## src/rtl/hazard_ctrl_pkg.sv

```systemverilog
// Shared pipeline definitions for the hazard controller: action codes,
// counter widths, watchdog limit and the action-to-control decode.
package hazard_ctrl_pkg;

  typedef enum logic [1:0] {
    ACT_RUN      = 2'd0,
    ACT_LU_STALL = 2'd1,
    ACT_WAIT     = 2'd2,
    ACT_FLUSH    = 2'd3
  } action_e;

  localparam int CNT_W  = 16;
  localparam int WAIT_W = 8;
  localparam logic [WAIT_W-1:0] WDOG_LIMIT = 8'd255;

  typedef struct packed {
    logic pc_write;
    logic ifid_write;
    logic ifid_flush;
    logic idex_flush;
    logic pipe_hold;
  } ctrl_t;

  function automatic ctrl_t ctrl_of(action_e a);
    ctrl_t c;
    c = '{pc_write: 1'b1, ifid_write: 1'b1, default: 1'b0};
    case (a)
      ACT_LU_STALL: c = '{idex_flush: 1'b1, default: 1'b0};
      ACT_WAIT:     c = '{pipe_hold: 1'b1, default: 1'b0};
      ACT_FLUSH:    c = '{pc_write: 1'b1, ifid_write: 1'b1, ifid_flush: 1'b1,
                          idex_flush: 1'b1, pipe_hold: 1'b0};
      default:      ;
    endcase
    return c;
  endfunction

endpackage

```

## src/rtl/hazard_ctrl_if.sv

```systemverilog
// Pipeline <-> hazard controller signal bundle. master = pipeline side,
// slave = hazard controller.
interface hazard_ctrl_if;
  import hazard_ctrl_pkg::*;

  logic [4:0]       rs_ID;
  logic [4:0]       rt_ID;
  logic             uses_rt_ID;
  logic [4:0]       rd_EX;
  logic             MemRead_EX;
  logic             branch_taken_EX;
  logic             mem_req_MEM;
  logic             mem_ready;

  logic             pc_write;
  logic             ifid_write;
  logic             ifid_flush;
  logic             idex_flush;
  logic             pipe_hold;
  logic [1:0]       state;
  logic [CNT_W-1:0] stall_count;
  logic [CNT_W-1:0] flush_count;
  logic             mem_timeout;

  modport master (
    output rs_ID, rt_ID, uses_rt_ID, rd_EX, MemRead_EX, branch_taken_EX,
           mem_req_MEM, mem_ready,
    input  pc_write, ifid_write, ifid_flush, idex_flush, pipe_hold, state,
           stall_count, flush_count, mem_timeout
  );

  modport slave (
    input  rs_ID, rt_ID, uses_rt_ID, rd_EX, MemRead_EX, branch_taken_EX,
           mem_req_MEM, mem_ready,
    output pc_write, ifid_write, ifid_flush, idex_flush, pipe_hold, state,
           stall_count, flush_count, mem_timeout
  );
endinterface

```

## src/rtl/hazard_ctrl_sat_counter.sv

```systemverilog
// Enable-driven up counter that sticks at all-ones.
module sat_counter #(
  parameter int W = 16
) (
  input  logic         clk,
  input  logic         rst,
  input  logic         en,
  output logic [W-1:0] count
);
  always_ff @(posedge clk or posedge rst) begin
    if (rst)                     count <= '0;
    else if (en && count != '1)  count <= count + 1'b1;
  end
endmodule

```

## src/rtl/hazard_ctrl.sv

```systemverilog
// Pipeline hazard controller: zero-latency stall/flush decode plus
// registered action, event counters and a memory-wait watchdog.
module hazard_ctrl
  import hazard_ctrl_pkg::*;
(
  input logic          clk,
  input logic          rst,
  hazard_ctrl_if.slave hz
);

  action_e          act, state_q;
  ctrl_t            ctrl;
  logic             lu_hazard;
  logic [WAIT_W-1:0] wait_cnt;
  logic             timeout_q;
  logic [CNT_W-1:0] stall_cnt, flush_cnt;

  assign lu_hazard = hz.MemRead_EX && (hz.rd_EX != 5'd0) &&
                     ((hz.rd_EX == hz.rs_ID) ||
                      (hz.uses_rt_ID && (hz.rd_EX == hz.rt_ID)));

  // A branch stuck behind a memory wait resolves on the ready cycle.
  always_comb begin
    act = ACT_RUN;
    if (hz.mem_req_MEM && !hz.mem_ready) act = ACT_WAIT;
    else if (hz.branch_taken_EX)         act = ACT_FLUSH;
    else if (lu_hazard)                  act = ACT_LU_STALL;
  end

  always_ff @(posedge clk or posedge rst) begin
    if (rst) state_q <= ACT_RUN;
    else     state_q <= act;
  end

  assign ctrl          = ctrl_of(act);
  assign hz.pc_write   = ctrl.pc_write;
  assign hz.ifid_write = ctrl.ifid_write;
  assign hz.ifid_flush = ctrl.ifid_flush;
  assign hz.idex_flush = ctrl.idex_flush;
  assign hz.pipe_hold  = ctrl.pipe_hold;
  assign hz.state      = state_q;

  // Watchdog only flags; the pipeline keeps waiting regardless.
  always_ff @(posedge clk or posedge rst) begin
    if (rst) begin
      wait_cnt  <= '0;
      timeout_q <= 1'b0;
    end else if (act == ACT_WAIT) begin
      if (wait_cnt == WDOG_LIMIT) timeout_q <= 1'b1;
      else                        wait_cnt  <= wait_cnt + 1'b1;
    end else begin
      wait_cnt <= '0;
    end
  end

  assign hz.mem_timeout = timeout_q;

  sat_counter #(.W(CNT_W)) u_stall_cnt (
    .clk   (clk),
    .rst   (rst),
    .en    ((act == ACT_LU_STALL) || (act == ACT_WAIT)),
    .count (stall_cnt)
  );

  sat_counter #(.W(CNT_W)) u_flush_cnt (
    .clk   (clk),
    .rst   (rst),
    .en    (act == ACT_FLUSH),
    .count (flush_cnt)
  );

  assign hz.stall_count = stall_cnt;
  assign hz.flush_count = flush_cnt;

endmodule

```

## src/flat_wrapper.sv

```systemverilog
// flat-port wrapper written by rule: the top's interface ports become plain ports
module hazard_ctrl_flat import hazard_ctrl_pkg::*;
  (clk, rst, hz_rs_ID, hz_rt_ID, hz_uses_rt_ID, hz_rd_EX, hz_MemRead_EX, hz_branch_taken_EX, hz_mem_req_MEM, hz_mem_ready, hz_pc_write, hz_ifid_write, hz_ifid_flush, hz_idex_flush, hz_pipe_hold, hz_state, hz_stall_count, hz_flush_count, hz_mem_timeout);
  hazard_ctrl_if hz_i ();
  input logic clk;
  input logic rst;
  input wire logic [$bits(hz_i.rs_ID)-1:0] hz_rs_ID;
  input wire logic [$bits(hz_i.rt_ID)-1:0] hz_rt_ID;
  input wire logic [$bits(hz_i.uses_rt_ID)-1:0] hz_uses_rt_ID;
  input wire logic [$bits(hz_i.rd_EX)-1:0] hz_rd_EX;
  input wire logic [$bits(hz_i.MemRead_EX)-1:0] hz_MemRead_EX;
  input wire logic [$bits(hz_i.branch_taken_EX)-1:0] hz_branch_taken_EX;
  input wire logic [$bits(hz_i.mem_req_MEM)-1:0] hz_mem_req_MEM;
  input wire logic [$bits(hz_i.mem_ready)-1:0] hz_mem_ready;
  output wire logic [$bits(hz_i.pc_write)-1:0] hz_pc_write;
  output wire logic [$bits(hz_i.ifid_write)-1:0] hz_ifid_write;
  output wire logic [$bits(hz_i.ifid_flush)-1:0] hz_ifid_flush;
  output wire logic [$bits(hz_i.idex_flush)-1:0] hz_idex_flush;
  output wire logic [$bits(hz_i.pipe_hold)-1:0] hz_pipe_hold;
  output wire logic [$bits(hz_i.state)-1:0] hz_state;
  output wire logic [$bits(hz_i.stall_count)-1:0] hz_stall_count;
  output wire logic [$bits(hz_i.flush_count)-1:0] hz_flush_count;
  output wire logic [$bits(hz_i.mem_timeout)-1:0] hz_mem_timeout;
  assign hz_i.rs_ID = hz_rs_ID;
  assign hz_i.rt_ID = hz_rt_ID;
  assign hz_i.uses_rt_ID = hz_uses_rt_ID;
  assign hz_i.rd_EX = hz_rd_EX;
  assign hz_i.MemRead_EX = hz_MemRead_EX;
  assign hz_i.branch_taken_EX = hz_branch_taken_EX;
  assign hz_i.mem_req_MEM = hz_mem_req_MEM;
  assign hz_i.mem_ready = hz_mem_ready;
  assign hz_pc_write = hz_i.pc_write;
  assign hz_ifid_write = hz_i.ifid_write;
  assign hz_ifid_flush = hz_i.ifid_flush;
  assign hz_idex_flush = hz_i.idex_flush;
  assign hz_pipe_hold = hz_i.pipe_hold;
  assign hz_state = hz_i.state;
  assign hz_stall_count = hz_i.stall_count;
  assign hz_flush_count = hz_i.flush_count;
  assign hz_mem_timeout = hz_i.mem_timeout;
  hazard_ctrl u_core (.clk(clk), .rst(rst), .hz(hz_i));
endmodule
```

## config.mk

```make
export PLATFORM = sky130hd
export DESIGN_NAME = hazard_ctrl_flat
export DESIGN_NICKNAME = d
export VERILOG_FILES = /design/src/rtl/hazard_ctrl_pkg.sv /design/src/rtl/hazard_ctrl_if.sv /design/src/rtl/hazard_ctrl_sat_counter.sv /design/src/rtl/hazard_ctrl.sv /design/src/flat_wrapper.sv
export SDC_FILE = /design/constraint.sdc
export NUM_CORES = 1
export LEC_CHECK = 0
export CELL_PAD_IN_SITES_DETAIL_PLACEMENT = 0
export CELL_PAD_IN_SITES_GLOBAL_PLACEMENT = 2
export CORE_MARGIN = 5
export CORE_UTILIZATION = 26
export CTS_CLUSTER_DIAMETER = 120
export DETAILED_ROUTE_END_ITERATION = 16
export PLACE_DENSITY = 0.84
export SETUP_SLACK_MARGIN = 0.2
export SLEW_MARGIN = 20
export SYNTH_ARGS = -nofsm -noshare
export SYNTH_HDL_FRONTEND = slang
export SYNTH_SLANG_ARGS = --single-unit
```

## constraint.sdc

```tcl
create_clock -name clk -period 2.5 [get_ports clk]
set_input_delay 0.625 -clock clk [delete_from_list [all_inputs] [get_ports clk]]
set_output_delay 0.625 -clock clk [all_outputs]
set_load 0.02 [all_outputs]
```

# After elaboration in Yosys (flattened, before gate mapping)
# Index checks and enable logic that the tools add are counted.
# word_totals
inputBits	22
elab_cells	34
reg_bits	43
out_inout_bits	40
# classes
add_sub_neg	3
muxes	6
eq_ne	9
reduce_logical	11
# ops
op	n
16-bit by 1-bit adder with 16-bit output (second input constant)	2
16-bit inequality test (second input constant)	2
8-bit 2-to-1 mux	2
5-bit one-hot mux with 3 select lines	1
5-bit == test	2
8-bit by 1-bit adder with 8-bit output (second input constant)	1
8-bit == test (second input constant)	1
1-bit logical AND	6
5-bit nonzero test	1
2-bit == test (second input constant)	2
2-bit 2-to-1 mux	2
2-bit by 1-bit == test with 1-bit output (second input constant)	1
1-bit logical OR	2
2-bit inequality test (second input constant)	1
2-bit AND reduction	1
1-bit logical NOT	1
1-bit 2-to-1 mux	1

# Logic depth before layout (Yosys ltp)
# Gate-level depths: netlist of the first run.
# logic_depth
depth_word	10
ltp_mapped	10

# Hierarchy
# A second synthesis of the first run with hierarchy kept.
# hier_totals
cells_unflattened	213
hier_area_um2	2314.7
# by_module_without_submodules
mod	cells_each	area_per_inst_um2	seq_area_each_um2	instances
sat_counter	71	805.8	400.4	2
hazard_ctrl	71	703.2	275.3	1

# Least setup slack after synthesis of the first run
# OpenSTA, ideal clock, no wires.
# synth_timing
path_type	in2reg
start	input hz_rd_EX[4]
end	register u_core.u_flush_cnt.count[7]
slack_ns	-0.353
required_time_ns	2.366
setup_ns	0.134
arrival_ns	2.719
cell_stages	10
path_cell_list	xnor2_1 nand3_1 o22ai_1 a21o_1 ha_1 and3_1 clkbuf_1 or3b_2 a31oi_1 mux2i_1
# synth_via
elab_chain_len	9
word_cells_on_any_way	12
# synth_rtl
item	line_no	text
start, declared	flat_wrapper.sv:10	input wire logic [$bits(hz_i.rd_EX)-1:0] hz_rd_EX;
5-bit == test	hazard_ctrl.sv:20	(hz.uses_rt_ID && (hz.rd_EX == hz.rt_ID)));
1-bit logical AND	hazard_ctrl.sv:20	
1-bit logical OR	hazard_ctrl.sv:19	((hz.rd_EX == hz.rs_ID) ||
1-bit logical AND (*)	hazard_ctrl.sv:18	assign lu_hazard = hz.MemRead_EX && (hz.rd_EX != 5'd0) &&
1-bit 2-to-1 mux (*)	hazard_ctrl.sv:27	else if (lu_hazard) act = ACT_LU_STALL;
2-bit 2-to-1 mux (*)	hazard_ctrl.sv:26	else if (hz.branch_taken_EX) act = ACT_FLUSH;
2-bit 2-to-1 mux (*)	hazard_ctrl.sv:25	if (hz.mem_req_MEM && !hz.mem_ready) act = ACT_WAIT;
2-bit == test (*)	hazard_ctrl.sv:68	.en (act == ACT_FLUSH),
1-bit logical AND (*)	hazard_ctrl_sat_counter.sv:12	else if (en && count != '1) count <= count + 1'b1;
end signal, assigned	hazard_ctrl_sat_counter.sv:12	
end, declared	hazard_ctrl_sat_counter.sv:8	output logic [W-1:0] count
# Mark *: on every way between the ends. The rest lies on a longest branch, timed or not.
# A chain may end at the register's enable or synchronous reset.

# Final worst setup path of the first run
# layout_timing
start	input hz_rd_EX[0]
end	output hz_ifid_flush
# layout_via
elab_chain_len	9
word_cells_on_any_way	14
# layout_rtl
item	line_no	text
5-bit == test	hazard_ctrl.sv:20	
1-bit logical AND	hazard_ctrl.sv:20	
1-bit logical OR	hazard_ctrl.sv:19	
1-bit logical AND (*)	hazard_ctrl.sv:18	
1-bit 2-to-1 mux (*)	hazard_ctrl.sv:27	
2-bit 2-to-1 mux (*)	hazard_ctrl.sv:26	
2-bit 2-to-1 mux (*)	hazard_ctrl.sv:25	
2-bit == test or 2-bit by 1-bit == test with 1-bit output (tied branches)	hazard_ctrl_pkg.sv:27	case (a)
5-bit one-hot mux with 3 select lines (*)	hazard_ctrl_pkg.sv:27	
end, declared	flat_wrapper.sv:17	output wire logic [$bits(hz_i.ifid_flush)-1:0] hz_ifid_flush;
# Marked as above.

==> results of run 1 <==
## state kept, by name, summed over array words and instances, names as in the netlist
| signal | count |
|---|---|
| u_core.u_stall_cnt.count | 16 |
| u_core.wait_cnt | 8 |
| u_core.u_flush_cnt.count | 16 |
| u_core.hz.state | 2 |
| u_core.hz.mem_timeout | 1 |
## through the flow
stage / hold slack (ns) / setup slack (ns)
2_1_floorplan: 0.464 / -0.0451
3_3_place_gp: 0.441 / -0.831
3_5_place_dp: 0.452 / -0.847
4_1_cts: 0.474 / -0.151
5_1_grt: 0.485 / -0.107
6_report: 0.463 / -0.0752
## synth_stat cells, drive strengths merged (3+ instances only)
cell type  instances  area [sq um]
dfrtp             43          1080
ha                 5          62.6
nor2              19          71.3
o21ai              3          15.0
or3                3          18.8
and4               3          27.5
mux2i              3          30.0
nor4               3          33.8
nor3               7          35.0
nand4             13          87.6
xor2              14           123
xnor2             21           184
inv                8          30.0
nand2             16          60.1
a31oi              4          25.0
a21oi             11          55.1
and3               7          43.8
nand3             10          50.1
## how the worst max path moves through the flow
| stage | start | to | slack, ns | cells after the start |
|---|---|---|---|---|
| 2_1_floorplan | hz_rd_EX[4] | u_core.u_flush_cnt.count[9] | -0.05 | 9 |
| 3_3_place_gp | hz_rd_EX[4] | hz_ifid_write | -0.83 | 6 |
| 3_5_place_dp | hz_rd_EX[4] | hz_ifid_write | -0.85 | 6 |
| 4_1_cts | hz_rd_EX[0] | hz_ifid_write | -0.15 | 6 |
| 5_1_grt | hz_rd_EX[0] | u_core.u_stall_cnt.count[11] | -0.11 | 10 |
| 6_report | hz_rd_EX[0] | hz_ifid_flush | -0.08 | 6 |
## metal layers
| metal | global-route usage [%] | up-vias | wire, um |
|---|---|---|---|
| met5 | 0 | - | 0 |
| met1 | 13.8 | 989 | 2540 |
| li1 | - | 971 | - |
| met2 | 20.2 | 31 | 2960 |
| met3 | 2.77 | 4 | 212 |
| met4 | 2.09 | 0 | 32 |
## layout make-up
| class | instances | area, sq um | area share [%] |
|---|---|---|---|
| Tap cell | 108 | 135 | 3.73 |
| Sequential cell | 43 | 1080 | 29.7 |
| Inverter | 8 | 30.0 | 0.829 |
| Multi-Input combinational cell | 167 | 1450 | 40.1 |
| Clock buffer | 6 | 82.6 | 2.28 |
| Timing Repair Buffer | 85 | 841 | 23.2 |
| Clock inverter | 1 | 5.00 | 0.138 |
## power by group
| part | total, mW | switching (mW) | internal (mW) |
|---|---|---|---|
| logic | 0.886 | 0.417 | 0.470 |
| clock network | 0.447 | 0.230 | 0.217 |
| registers | 0.992 | 0.185 | 0.806 |
## cell families after synthesis
family	Yosys count	share of synthesized area [%]
AO/OA/AOI/OAI	33	10.1
AND/OR/NAND/NOR	89	21.4
buffers and inverters	10	1.83
flip-flops	43	47.8
XOR/XNOR	35	13.6
multiplexers	5	2.50
adder cells (fa/ha/maj)	5	2.78
## repair_timing
action / in CTS / in global routing
buffers inserted: 2 / 3
endpoints found under the hold margin: 0 / 0
pin swaps: 24 / 10
endpoints found under the setup margin: 37 / 34
resized for setup: 116 / 11
==> metrics.txt, run 1 <==
initial core utilization 26.2%; routability congestion estimate 0.749; Tot GR Track Use 11.3%; status complete, but fails checks; Tmin final 2.58 ns; synthesized net count 247; Critical Path End Type primary output; mapped cell area approximately 2300 sq um; Max VDD drop 0.000579 V; Synth async-reset ratio 100%; width of the die slightly above 100 um; commonest non-fill, non-tap cells in the layout dfrtp_1 (43), clkdlybuf4s50_1 (38), buf_6 (19), xnor2_1 (17), nor2_1 (15); Final ANT Viol Nets 0; Avg Cell Area, Syn 10.2 sq um; layout cell share with drive strength beyond 1 a little under a third; largest net degree at the start of global routing 28; Worst Hold Path EP u_core.hz.mem_timeout; Area Growth Syn to Fin 60.9%; Static Leakage around 1.5 nW; placed cells 406; CP top delay family compound AO/OA/AOI/OAI gates; R2R Path Start u_core.u_flush_cnt.count[0]; Worst Reg-to-Reg Cells 5; Area after DPL 3260 sq um; DR iter-0 viols 30; CTS tree yes; clk sinks 43; crit path max-delay cell type or3_4; row count 34; Final Cell Area 3620 sq um; most numerous cell on the critical path buf_6; setup ws final -0.0752 ns; total wire length ~5700 um; hold depth 1; later-pin clock latency in the skew report 0.29 ns; Startpoint Class primary input; Hold Path Class reg -> reg; total gr overflow 0; Cell Chain, Critical Path buf_6 > or3_4 > o311a_4 > a21o_4 > ha_4 > buf_6; Layout fillers 844; max_cap viols 0; nets@finish 337; Worst Skew 0.00814 ns; Cells after Synth 220; unique cell type count in the Yosys netlist 41; Hold Startpoint u_core.hz.mem_timeout; wire per inst 13.8 um; Hold Buf Count CTS 0; CTS Root Cell clkbuf_8; core box area 8590 sq um; crit-path max cell delay 0.38 ns; Slew HR 53.5%; Yosys reg bits 43; R2R setup slack 0.52 ns; Pre-antenna DRT Iters 4; final core area utilization 42.2%; CP max FO 2; number of synthesized flops with an enable pin 0; Setup CP Type in -> out; clock slew at reported path FFs 0.08 ns; diode count 0; setup TNS -0.260 ns; Non-Filler Instances 418; Residual DRC 0; RSZ-0062 raised after global routing yes; PortBufs 61; antenna violations before repair 0; leading register cell type out of synthesis dfrtp_1; total die area between 10000 and 15000 sq um; Via density 4.77; Synth warnings 0; FF-to-FF End u_core.u_flush_cnt.count[15]; Max Clock Freq 0.388 GHz; CTS Buf Count 5; final max-slew violation count 0; H-tree Lvls 2; via count about 2.0k; Ports 62; failing checks setup timing; pwr/cell area approximately 640 nW/um^2; deepest clock path buffer count 2; register area share after synthesis approximately 48%; first-pass GRT wire length approximately 9600 um; most common cell after layout, fill and taps aside dfrtp_1; number of global-route vias before repair 2056; WP data arrival approximately 2 ns; worst-margin pin slew 0.693 ns; Hold Fails Final Rpt 0; HPWL after detailed placement 4150 um; CP required 1.88 ns; Buf+Inv Stages, Crit Path 2; Final Power around 2.3 mW; Final Setup Violations 8; Die H 103 um; final worst-path cycle share 103%
Note: power is estimated with default switching activity, not from simulation.
==> run 2, diff against run 1 <==
--- a/config.mk
+++ b/config.mk
@@ -5,13 +5,13 @@
 export SDC_FILE = /design/constraint.sdc
 export NUM_CORES = 1
 export LEC_CHECK = 0
-export CELL_PAD_IN_SITES_DETAIL_PLACEMENT = 0
-export CELL_PAD_IN_SITES_GLOBAL_PLACEMENT = 2
+export CELL_PAD_IN_SITES_DETAIL_PLACEMENT = 1
+export CELL_PAD_IN_SITES_GLOBAL_PLACEMENT = 1
 export CORE_MARGIN = 5
-export CORE_UTILIZATION = 26
+export CORE_UTILIZATION = 33
 export CTS_CLUSTER_DIAMETER = 120
 export DETAILED_ROUTE_END_ITERATION = 16
-export PLACE_DENSITY = 0.84
+export PLACE_DENSITY = 0.86
 export SETUP_SLACK_MARGIN = 0.2
 export SLEW_MARGIN = 20
 export SYNTH_ARGS = -nofsm -noshare
==> metrics.txt, run 2 (synthesis results as in run 1) <==
WP data arrival 1.96 ns (was 1.95 ns); deepest clock path buffer count 2 (unchanged); CTS tree yes (unchanged); Worst Skew 0.0102 ns (was 0.00814 ns); CP required 1.88 ns (about the same); worst-margin pin slew 1.04 ns (was 0.693 ns); antenna violations before repair 0 (unchanged); Hold Buf Count CTS 0 (unchanged); largest net degree at the start of global routing 44 (was 28); Psw 0.918 mW (was 0.832 mW); CTS Root Cell clkbuf_8 (unchanged); Startpoint Class primary input (unchanged); CTS Buf Count 5 (unchanged); Hold Path Class reg -> reg (unchanged); clk sinks 43 (unchanged); placed cells 374 (was 406); Area after DPL 3180 sq um (was 3260 sq um); wire per inst 17.3 um (was 13.8 um); Critical Path End Type primary output (unchanged); Ports 62 (unchanged); max_cap viols 0 (unchanged); Area Growth Syn to Fin 63.7% (was 60.9%); Internal 1.59 mW (was 1.49 mW); H-tree Lvls 2 (unchanged); DR iter-0 viols 27 (was 30); final max-slew violation count 0 (unchanged); number of global-route vias before repair 2210 (was 2056); Layout fillers 713 (was 844); Hold Fails Final Rpt 0 (unchanged); via count 2066 (was 1995); core box area 6720 sq um (was 8590 sq um); Max VDD drop 0.000361 V (was 0.000579 V); status complete, but fails checks (unchanged); most common cell after layout, fill and taps aside dfrtp_1 (unchanged); crit-path max cell delay 0.37 ns (was 0.38 ns); Static Leakage 1.58 nW (was 1.53 nW); first-pass GRT wire length 10700 um (was 9560 um); Non-Filler Instances 392 (was 418); Final Cell Area 3690 sq um (was 3620 sq um); initial core utilization 33.5% (was 26.2%); Sequential Power Share 40.3% (was 42.7%); failing checks setup timing (unchanged); crit path max-delay cell type or3_4 (unchanged); Tot GR Track Use 15.6% (was 11.3%); Tmin final 2.58 ns (about the same); Die H 92.6 um (was 103 um); Residual DRC 0 (unchanged); nets@finish 338 (was 337); Max Clock Freq 0.387 GHz (was 0.388 GHz); setup ws final -0.0831 ns (was -0.0752 ns); most numerous cell on the critical path buf_6 (unchanged); diode count 0 (unchanged); total die area 8580 sq um (was 10600 sq um); Pre-antenna DRT Iters 4 (unchanged); Cell Chain, Critical Path buf_6 > or3_4 > o311a_4 > a21oi_4 > ha_4 > buf_6 (was buf_6 > or3_4 > o311a_4 > a21o_4 > ha_4 > buf_6); Largest regs u_core.u_flush_cnt.count x16, u_core.u_stall_cnt.count x16, u_core.wait_cnt x8 (unchanged); total wire length 6780 um (was 5750 um); dpl ws -0.848 ns (was -0.847 ns); later-pin clock latency in the skew report 0.30 ns (was 0.29 ns); Setup CP Type in -> out (unchanged); CP max FO 3 (was 2); Sw Ratio 36.5% (was 35.8%); Slew HR 30.4% (was 53.5%); final worst-path cycle share 103% (about the same); Comb pwr share 37.7% (was 38.1%); Via density 5.27 (was 4.77); PortBufs 61 (unchanged); row count 30 (was 34); pwr/cell area 681 nW/um^2 (was 642 nW/um^2); width of the die 92.6 um (was 103 um); clock power share 22.1% (was 19.2%); total gr overflow 0 (unchanged); Final Setup Violations 8 (unchanged); Final ANT Viol Nets 0 (unchanged); RSZ-0062 raised after global routing yes (unchanged); clock slew at reported path FFs 0.08 ns (about the same); commonest non-fill, non-tap cells in the layout dfrtp_1 (43), clkdlybuf4s50_1 (40), buf_6 (19), nor2_1 (16), xor2_1 (14) (was dfrtp_1 (43), clkdlybuf4s50_1 (38), buf_6 (19), xnor2_1 (17), nor2_1 (15)); HPWL after detailed placement 4640 um (was 4150 um); final core area utilization 54.9% (was 42.2%); layout cell share with drive strength beyond 1 32.7% (was 30.0%); routability congestion estimate 0.787 (was 0.749)
[run 2: cell count changes in the layout (fill, tap and decap cells not counted), moves of 2 or more]
| cell | before | now |
|---|---|---|
| clkbuf_2 | 0 | 2 |
| clkdlybuf4s15_1 | 7 | 5 |
| clkdlybuf4s50_1 | 38 | 40 |
| nand3_1 | 7 | 5 |
| nor2_2 | 3 | 0 |
| nor2_4 | 1 | 3 |
| xnor2_1 | 17 | 13 |
| xnor2_2 | 4 | 8 |
[run 2: repair_timing]
item | in CTS | in global routing
resized for setup | 89 | 44
endpoints found under the setup margin | 37 | 35
buffers inserted | 5 | 5
pin swaps | 23 | 25
[run 2: final timing paths]
check                                             from                           end  slack, ns  depth (start not counted)
setup / recovery                           hz_rd_EX[4]                 hz_ifid_write      -0.08                          6
hold / removal                   u_core.hz.mem_timeout         u_core.hz.mem_timeout       0.46                          1
setup reg to reg           u_core.u_flush_cnt.count[0]  u_core.u_flush_cnt.count[11]       0.20                          5
hold reg to reg                  u_core.hz.mem_timeout         u_core.hz.mem_timeout       0.46                          1
max in group asynchronous                          rst   u_core.u_flush_cnt.count[3]       1.37                          3
min in group asynchronous                          rst            u_core.hz.state[1]       0.75                          3
[run 2: worst max-delay path: cells and delay by family]
kind                       cells  cell delay, ns
and+or+nand+nor                1            0.37
adders and majority gates      1            0.24
AOI/OAI and AO/OA              2            0.49
buffers and inverters          2            0.22
[run 2: area by class of cell]
| type | count | area, sq um | area share (%) |
|---|---|---|---|
| clock buffers | 5 | 68.8 | 1.87 |
| well taps | 80 | 100 | 2.71 |
| clock inverters | 3 | 43.8 | 1.19 |
| multi-input cells | 167 | 1530 | 41.5 |
| flip-flops and latches | 43 | 1080 | 29.2 |
| inverters | 8 | 30.0 | 0.814 |
| repair buffers | 86 | 837 | 22.7 |
[run 2: metal layers]
metal	wire (um)	track usage, %	share of wire [%]	up-vias
met2	3720	28.5	55	59
met4	75	5.13	1.1	0
met1	2560	17.0	38	1027
met5	0	0	0	-
met3	422	4.96	6.2	7
li1	-	-	-	973
[run 2: power by group through the flow]
stage	Combinational [mW]	Sequential, mW	Clock [mW]
3_5_place_dp	0.813	1.00	0
4_1_cts	0.881	1.00	0.569
3_3_place_gp	0.781	0.990	0
5_1_grt	1.02	1.03	0.600
6_report	0.946	1.01	0.554
2_1_floorplan	0.311	1.09	0
[run 2: per-stage QoR]
step	TNS, ns	total power [mW]	hold slack (ns)
2_1_floorplan	-0.240	1.40	0.464
3_3_place_gp	-18.96	1.77	0.446
3_5_place_dp	-21.05	1.82	0.452
4_1_cts	-1.48	2.45	0.470
5_1_grt	-1.13	2.65	0.488
6_report	-0.415	2.51	0.462
